### config.mk
export PLATFORM = sky130hd
export DESIGN_NAME = word_fifo
export DESIGN_NICKNAME = d
export VERILOG_FILES = /design/src/rtl/word_fifo.sv
export SDC_FILE = /design/constraint.sdc
export NUM_CORES = 1
export LEC_CHECK = 0
export ABC_AREA = 1
export CELL_PAD_IN_SITES_DETAIL_PLACEMENT = 0
export CELL_PAD_IN_SITES_GLOBAL_PLACEMENT = 1
export CORE_UTILIZATION = 45
export CTS_BUF_LIST = sky130_fd_sc_hd__clkbuf_4
export DETAILED_ROUTE_END_ITERATION = 10
export GPL_TIMING_DRIVEN = 0
export PLACE_DENSITY_LB_ADDON = 0.1
export SYNTH_ARGS = -nofsm -noshare
export SYNTH_HDL_FRONTEND = slang
export SYNTH_SLANG_ARGS = --single-unit
### constraint.sdc
create_clock -name clk -period 4.9 [get_ports clk]
set_input_delay 0.98 -clock clk [delete_from_list [all_inputs] [get_ports clk]]
set_output_delay 0.98 -clock clk [all_outputs]
set_load 0.005 [all_outputs]
### src/rtl/word_fifo.sv
// word_fifo: first-word-fall-through word buffer behind bit_fifo, with drop-on-full and a sticky overflow flag.
// Define WORD_FIFO_OVF_COUNT_EN to add a saturating 16-bit dropped-word counter (ovf_count).
module word_fifo #(
  parameter int WIDTH = 7,
  parameter int DEPTH = 8
) (
  input  logic                         clk,
  input  logic                         rst,
  input  logic [WIDTH-1:0]             in,
  input  logic                         in_valid,
  output logic [WIDTH-1:0]             out,
  output logic                         out_valid,
  input  logic                         out_ready,
  input  logic                         flush,
  output logic [$clog2(DEPTH+1)-1:0]   count,
  output logic                         full,
  output logic                         overflow
`ifdef WORD_FIFO_OVF_COUNT_EN
  ,
  output logic [15:0]                  ovf_count
`endif
);

  localparam int PW = $clog2(DEPTH);
  localparam int CW = $clog2(DEPTH + 1);

  logic [WIDTH-1:0] mem [DEPTH];
  logic [PW-1:0]    rd_ptr_reg;
  logic [PW-1:0]    wr_ptr_reg;
  logic [CW-1:0]    count_reg;
  logic             overflow_reg;
  logic             pop;
  logic             push;
  logic             drop;

  // Every flag comes from the registered occupancy; pointers are only used for addressing.
  assign out_valid = (count_reg != '0);
  assign full      = (count_reg == CW'(DEPTH));
  assign count     = count_reg;
  assign overflow  = overflow_reg;
  assign out       = mem[rd_ptr_reg];

  assign pop  = out_valid && out_ready;
  assign push = in_valid && (!full || pop);
  assign drop = in_valid && full && !pop;

  // Storage carries no reset so it can map onto distributed/block RAM.
  always_ff @(posedge clk) begin
    if (push && !flush) begin
      mem[wr_ptr_reg] <= in;
    end
  end

  always_ff @(posedge clk or posedge rst) begin
    if (rst) begin
      rd_ptr_reg   <= '0;
      wr_ptr_reg   <= '0;
      count_reg    <= '0;
      overflow_reg <= 1'b0;
    end else if (flush) begin
      rd_ptr_reg   <= '0;
      wr_ptr_reg   <= '0;
      count_reg    <= '0;
      overflow_reg <= 1'b0;
    end else begin
      if (push) begin
        wr_ptr_reg <= wr_ptr_reg + PW'(1);
      end
      if (pop) begin
        rd_ptr_reg <= rd_ptr_reg + PW'(1);
      end
      if (push && !pop) begin
        count_reg <= count_reg + CW'(1);
      end else if (pop && !push) begin
        count_reg <= count_reg - CW'(1);
      end
      if (drop) begin
        overflow_reg <= 1'b1;
      end
    end
  end

`ifdef WORD_FIFO_OVF_COUNT_EN
  logic [15:0] ovf_count_reg;

  always_ff @(posedge clk or posedge rst) begin
    if (rst) begin
      ovf_count_reg <= '0;
    end else if (flush) begin
      ovf_count_reg <= '0;
    end else if (drop && (ovf_count_reg != 16'hFFFF)) begin
      ovf_count_reg <= ovf_count_reg + 16'd1;
    end
  end

  assign ovf_count = ovf_count_reg;
`endif

endmodule

==> summary.txt, run 1 <==
Pwr
  • VDD IR max: 0.2079 mV
  • PD cells: 444.2 mW/mm²
  • Lkg Pwr: 1.269 nW

Cells and area
  • Fraction of layout cells with a size suffix above 1: 11.74%
  • Final Cell Area: 0.003425 mm²
  • Number of flip-flops under the largest register name: 56
  • ANT cells: 0
  • Fill cell total of the finished layout: 551
  • Layout Area Growth over Synthesis: 15.44%
  • Final net count: 310

Synthesis
  • Dominant cell by count in the synthesized netlist: edfxtp_1
  • Mapped Nets: 274
  • List of most frequent post-synthesis cells: 56 x edfxtp_1, 51 x nand2_1, 37 x nor2_1, 32 x o21ai_0, 14 x inv_1
  • Gate count of the mapped netlist: 257
  • Cell area after synthesis: 0.002967 mm²
  • Yosys warns: 0
  • Synth unique cells: 26
  • Portion of the post-synthesis area used by sequential elements: 65.96%
  • Register bit count reported by yosys: 67
  • Cells taking the most area after synthesis: edfxtp_1 57%, dfrtp_1 9.3%, nand2_1 6.5%
  • Synthesized area per cell: 11.54 µm²
  • Area leader, netlist: edfxtp_1
  • Share of synthesized flip-flops with an asynchronous set or reset: 16.42%
  • EDFF count, synth: 56
  • Main synth FF type: edfxtp_1
  • Area share of the largest cell type after synthesis: 56.68%

Drt
  • Remaining antenna violation count after routing: 0
  • Routed WL per cell: 15.76 µm
  • Via count normalized by instance count: 5.107
  • Number of optimization iterations in the first detailed-route pass: 4
  • Total via count in the routed design: 1915
  • Post-detailed-routing wire length: 5.911 mm
  • Number of DRC violations after detailed-routing iteration 0: 120
  • DRC violations left: 0

Floorplanning
  • Initial core utilization: 46.72%
  • Floorplan die area: 0.006921 mm²
  • Floorplan die width: 83.20 µm
  • Core ar.: 0.006350 mm²
  • Placement Rows: 29
  • Die outline height: 83.20 µm
  • # IOs: 26

CTS
  • Num Clock Sinks: 67
  • H-tree depth: 3
  • Clock latency on the worst-skew pair: 380 ps
  • Quantity of gates resized following cts: 0
  • Count of buffers added by post-CTS timing repair for setup: 0
  • CTS clock-pin slew for the worst setup and hold paths: 110 ps
  • CTS tree: done
  • Hold buffer count at cts: 0
  • Clk buf depth: 2
  • Buffer type at the clock tree root: clkbuf_4
  • Number of clock buffers inserted by TritonCTS: 9

GRT
  • Number of antenna violations at the first check in global routing: 0
  • First-pass GRT wire length: 9.549 mm
  • Vias in the first global route: 1866
  • Pin count of the biggest net entering global routing: 13
  • Overall fraction of global-route tracks in use: 18.77%
  • Grt ovf: 0

Placed design
  • Dpl hpwl: 3.970 mm
  • Placer congestion estimate: 0.7469
  • Area of placed instances: 0.003313 mm²
  • Number of buffers inserted by port buffering: 25

Flow run
  • Number of max-cap violations: 0

STA
  • Final clock period utilization by the worst path: 67.18%
  • Final Hold Violating Endpoints: 0
  • Worst clock skew: 11.44 ps
  • Final Slew Violations: 0
  • Fin crit period: 3292 ps
  • Sum Neg Setup Slack: 0 ps
  • Setup repair after global routing missed its margin: false
  • Transition time at the pin with the least slew margin: 876.4 ps
  • Max transition margin: 41.36%
  • Setup violation total in the final timing report: 0
  • Maximum achievable frequency: 0.3038 GHz

Setup path
  • Setup Crit Path Kind: register to primary output
  • Kind of capture point of the worst setup path: primary output
  • Reg-to-reg startpoint: count[3]
  • Buf+Inv Stages, Crit Path: 3
  • Worst-path cell chain: buf_2, buf_2, o21ai_0, o21ai_0, nand2_1, nand2_1, clkdlybuf4s50_1
  • Data required time at the worst endpoint: 3920 ps
  • Worst path max stage delay: 490 ps
  • Critical path data arrival time: 2310 ps
  • Launching instance or port of the critical path: rd_ptr_reg[1]
  • Startpoint type of the worst setup path: register
  • Master of the slowest instance on the critical path: clkdlybuf4s50_1
  • Max Fanout on Critical Path: 10
  • Top cell family by delay on the critical path: buffers and inverters

Outcome
  • Outcome: completed

Min path
  • Worst Hold Class: register to register
  • Startpoint of the lowest-slack hold path: overflow
path summary, 6_finish.rpt:
kind | endpoint | slack (ps) | cells after the start
max | out[4] | 1610 | 7
min | overflow | 530 | 2
max reg2reg | mem[0][6] | 2860 | 7
min reg2reg | overflow | 530 | 2
max in group asynchronous | rd_ptr_reg[0] | 3690 | 2
min in group asynchronous | count[0] | 890 | 2
per-stage QoR:
stage | setup WS [ps] | power [mW] | instances | hold WS (ps) | utilization (%)
floorplan | 2777 | 1.039 | 257 | 509.7 | -
global placement | 1796 | 1.238 | 359 | 507.9 | 52.18
detailed placement | 1749 | 1.239 | 359 | 520.7 | 52.18
CTS | 1581 | 1.534 | 375 | 536.8 | 53.93
global route | 1422 | 1.629 | 375 | 575.3 | 53.93
finish | 1608 | 1.521 | 375 | 532.9 | 53.93
power by group:
group          internal, mW  switching, mW  leakage (nW)
sequential            0.649         0.0294         0.654
combinational         0.240          0.305         0.561
clock                 0.102          0.196        0.0534
metal layers:
layer | track usage [%] | share of wire, % | vias up
met3 | 3.777 | 4.0 | 5
li1 | - | - | 958
met2 | 28.32 | 47 | 35
met4 | 8.464 | 0.86 | 0
met1 | 26.36 | 49 | 917
met5 | 0 | 0 | -
kinds of logic (layout without fill, tap and decap cells):
kind of cell / count (synthesis) / in the layout / synth area share (%)
buffers and inverters: 24 / 65 / 3.712
DFF: 67 / 67 / 65.96
muxes: 7 / 7 / 2.362
xor gates and xnor gates: 1 / 1 / 0.2953
adders and majority gates: 5 / 5 / 2.362
and+or+nand+nor: 108 / 108 / 17.04
AOI/OAI and AO/OA: 45 / 45 / 8.266
cell usage in the layout (no fill, tap or decap), types with 4 or more instances in the layout:
master,synthesis,routed
edfxtp_1,56,56
nand2_1,51,51
nor2_1,37,37
o21ai_0,32,32
clkdlybuf4s50_1,0,25
inv_1,14,14
dfrtp_1,11,11
clkbuf_4,0,9
nand3_1,7,7
mux2i_1,7,7
o22ai_1,7,7
a21oi_1,5,5
buf_4,4,4
ha_1,4,4
worst register-to-register path, stage by stage, from the launching register on:
cell and delay, ps:
dfrtp_1 450, inv_1 100, nor2_2 50, nand3_2 90
nand2_4 90, nor2_4 130, nand2_2 90, nor2_1 670
cell type report:
class | instances | area, µm² | area share (%)
flip-flops and latches | 67 | 1957 | 57.14
multi-input cells | 166 | 899.6 | 26.27
repair buffers | 25 | 250.2 | 7.307
well taps | 77 | 96.34 | 2.813
clock buffers | 9 | 67.56 | 1.973
inverters | 15 | 58.81 | 1.717
plain buffers | 9 | 51.30 | 1.498
clock inverters | 7 | 43.79 | 1.279
Power figures use the tool's default switching activity.
==> run 2: changes to the inputs <==
--- a/config.mk
+++ b/config.mk
@@ -8,7 +8,7 @@
 export ABC_AREA = 1
 export CELL_PAD_IN_SITES_DETAIL_PLACEMENT = 0
 export CELL_PAD_IN_SITES_GLOBAL_PLACEMENT = 1
-export CORE_UTILIZATION = 45
+export CORE_UTILIZATION = 43
 export CTS_BUF_LIST = sky130_fd_sc_hd__clkbuf_4
 export DETAILED_ROUTE_END_ITERATION = 10
 export GPL_TIMING_DRIVEN = 0
==> constraint.sdc (replaced) <==
create_clock -name clk -period 2.8 [get_ports clk]
set_input_delay 0.56 -clock clk [delete_from_list [all_inputs] [get_ports clk]]
set_output_delay 0.56 -clock clk [all_outputs]
set_load 0.005 [all_outputs]
==> summary.txt, run 2 (synthesis gave the netlist of run 1 again) <==
Drt
  • Number of DRC violations after detailed-routing iteration 0: 149
  • Number of optimization iterations in the first detailed-route pass: 4
  • DRC violations left: 0
  • Total via count in the routed design: 1932
  • Routed WL per cell: 16.20 µm
  • Via count normalized by instance count: 5.180
  • Post-detailed-routing wire length: 6.044 mm
  • Remaining antenna violation count after routing: 0

Cells and area
  • Leading cell types in the layout, fill and taps excluded: 56 x edfxtp_1, 51 x nand2_1, 37 x nor2_1
  • Fill cell total of the finished layout: 585
  • ANT cells: 0
  • Combined area of the multi-input logic cells: 899.6 µm²
  • Most frequent standard cell in the layout excluding fill and tap cells: edfxtp_1
  • Area occupied by registers: 0.001957 mm²
  • Number of flip-flops under the largest register name: 56
  • Fraction of layout cells with a size suffix above 1: 12.84%
  • Post-Layout Cell Count: 373
  • Layout Area Growth over Synthesis: 16.91%
  • Final net count: 310

GRT
  • Grt ovf: 0
  • Overall fraction of global-route tracks in use: 18.74%
  • Met2 layer usage reported by global route: 28.74%
  • GR met3 Demand/Resource: 4.475%
  • Number of antenna violations at the first check in global routing: 0
  • Global routing's busiest layer: met2
  • Pin count of the biggest net entering global routing: 12
  • Vias in the first global route: 1792
  • GR Util met1: 25.77%
  • First-pass GRT wire length: 9.494 mm

CTS
  • CTS clock-pin slew for the worst setup and hold paths: 110 ps
  • H-tree depth: 3
  • Num Clock Sinks: 67
  • CTS tree: done
  • Clock latency on the worst-skew pair: 400 ps
  • Buffer type at the clock tree root: clkbuf_4
  • Number of clock buffers inserted by TritonCTS: 9
  • Clk buf depth: 2

Pwr
  • VDD IR max: 0.4282 mV
  • PD cells: 801.5 mW/mm²
  • Lkg Pwr: 1.304 nW

Floorplanning
  • # IOs: 26
  • Initial core utilization: 45.68%
  • Floorplan die area: 0.007235 mm²
  • Die outline height: 85.06 µm
  • Placement Rows: 29
  • Floorplan die width: 85.06 µm
  • Core ar.: 0.006495 mm²

STA
  • Hold slack final: 443.7 ps
  • Final Slew Violations: 0
  • Worst clock skew: 14.59 ps
  • Max transition margin: 40.13%
  • Final Hold Violating Endpoints: 0
  • Maximum achievable frequency: 0.3774 GHz
  • Final clock period utilization by the worst path: 94.63%
  • Fin crit period: 2650 ps
  • Setup violation total in the final timing report: 0
  • Transition time at the pin with the least slew margin: 894.8 ps

Setup path
  • FF-to-FF path depth: 7
  • Worst-path cell chain: buf_6, inv_4, buf_6, nor2_1, o22ai_1, nand2_1, nand2_1, clkdlybuf4s50_1
  • Kind of capture point of the worst setup path: primary output
  • Worst path max stage delay: 500 ps
  • Master of the slowest instance on the critical path: clkdlybuf4s50_1
  • FF-to-FF setup slack: 700 ps
  • Max Fanout on Critical Path: 10
  • Reg-to-reg startpoint: count[3]
  • Setup Crit Path Kind: register to primary output
  • Startpoint type of the worst setup path: register
  • Critical path data arrival time: 2090 ps
  • Data required time at the worst endpoint: 2240 ps
  • RR Endpoint: mem[3][4]

Flow run
  • Number of max-cap violations: 0

Placed design
  • Dpl hpwl: 3.944 mm
  • Placed insts: 359
  • Number of buffers inserted by port buffering: 25
  • Placer congestion estimate: 0.8031

Min path
  • Worst Hold Class: input pin to asynchronous set/reset pin

Outcome
  • Outcome: completed
-- run 2: cell count changes in the layout (fill, tap and decap cells not counted), moves of 2 or more --
cell	previous run	this run
clkbuf_1	3	0
buf_6	0	4
clkinvlp_4	3	0
buf_2	2	0
buf_4	4	2
clkbuf_2	0	2
-- run 2: timing repair --
item                                    CTS  global route
hold buffers                              0             0
buffers inserted                          0             1
endpoints found under the hold margin     0             0
endpoints found under the setup margin    5             7
gates cloned                              0             0
resized for setup                         4            12
-- run 2: final cells by class --
class	instances	area share, %
Sequential cell	67	56.42
Tap cell	77	2.778
Buffer	8	2.237
Inverter	15	1.768
Clock buffer	10	2.164
Clock inverter	4	1.263
Timing Repair Buffer	26	7.431
Multi-Input combinational cell	166	25.94
-- run 2: metrics by stage --
stage / area (µm²) / util [%] / setup slack (ps) / total power [mW] / TNS (ps)
global placement: 3313 / 51.01 / 62.00 / 2.174 / 0
detailed placement: 3313 / 51.01 / 58.43 / 2.178 / 0
CTS: 3442 / 53.00 / 8.777 / 2.767 / 0
floorplan: 2967 / - / 949.1 / 1.818 / 0
global route: 3468 / 53.40 / -24.58 / 2.969 / -26.96
finish: 3468 / 53.40 / 150.3 / 2.780 / 0
-- run 2: per-layer routing --
| metal | share of wire, % | up-vias |
|---|---|---|
| met5 | 0 | - |
| met4 | 1.5 | 0 |
| met3 | 5.2 | 9 |
| met2 | 46 | 58 |
| met1 | 48 | 909 |
| li1 | - | 956 |
-- run 2: worst max-delay path by stage --
stage	from	to	slack (ps)	depth (start not counted)
2_1_floorplan	count[2]	count[3]	950	13
4_1_cts	rd_ptr_reg[1]	out[4]	9	7
3_5_place_dp	out_ready	mem[3][2]	60	7
6_report	rd_ptr_reg[0]	out[6]	150	8
5_1_grt	rd_ptr_reg[0]	out[0]	-20	7
3_3_place_gp	out_ready	mem[3][2]	60	7
-- run 2: report_power, final --
part	total, mW	internal, mW	leakage (nW)	switching (mW)
clock network	0.580	0.267	0.0695	0.312
registers	1.19	1.14	0.654	0.0525
logic	1.01	0.459	0.580	0.553
-- run 2: critical path: cells and delay by family (launching register included) --
family	cells	cell delay, ps
buffers and inverters	4	910
AND/OR/NAND/NOR	3	200
flip-flops	1	420
AO/OA/AOI/OAI	1	160
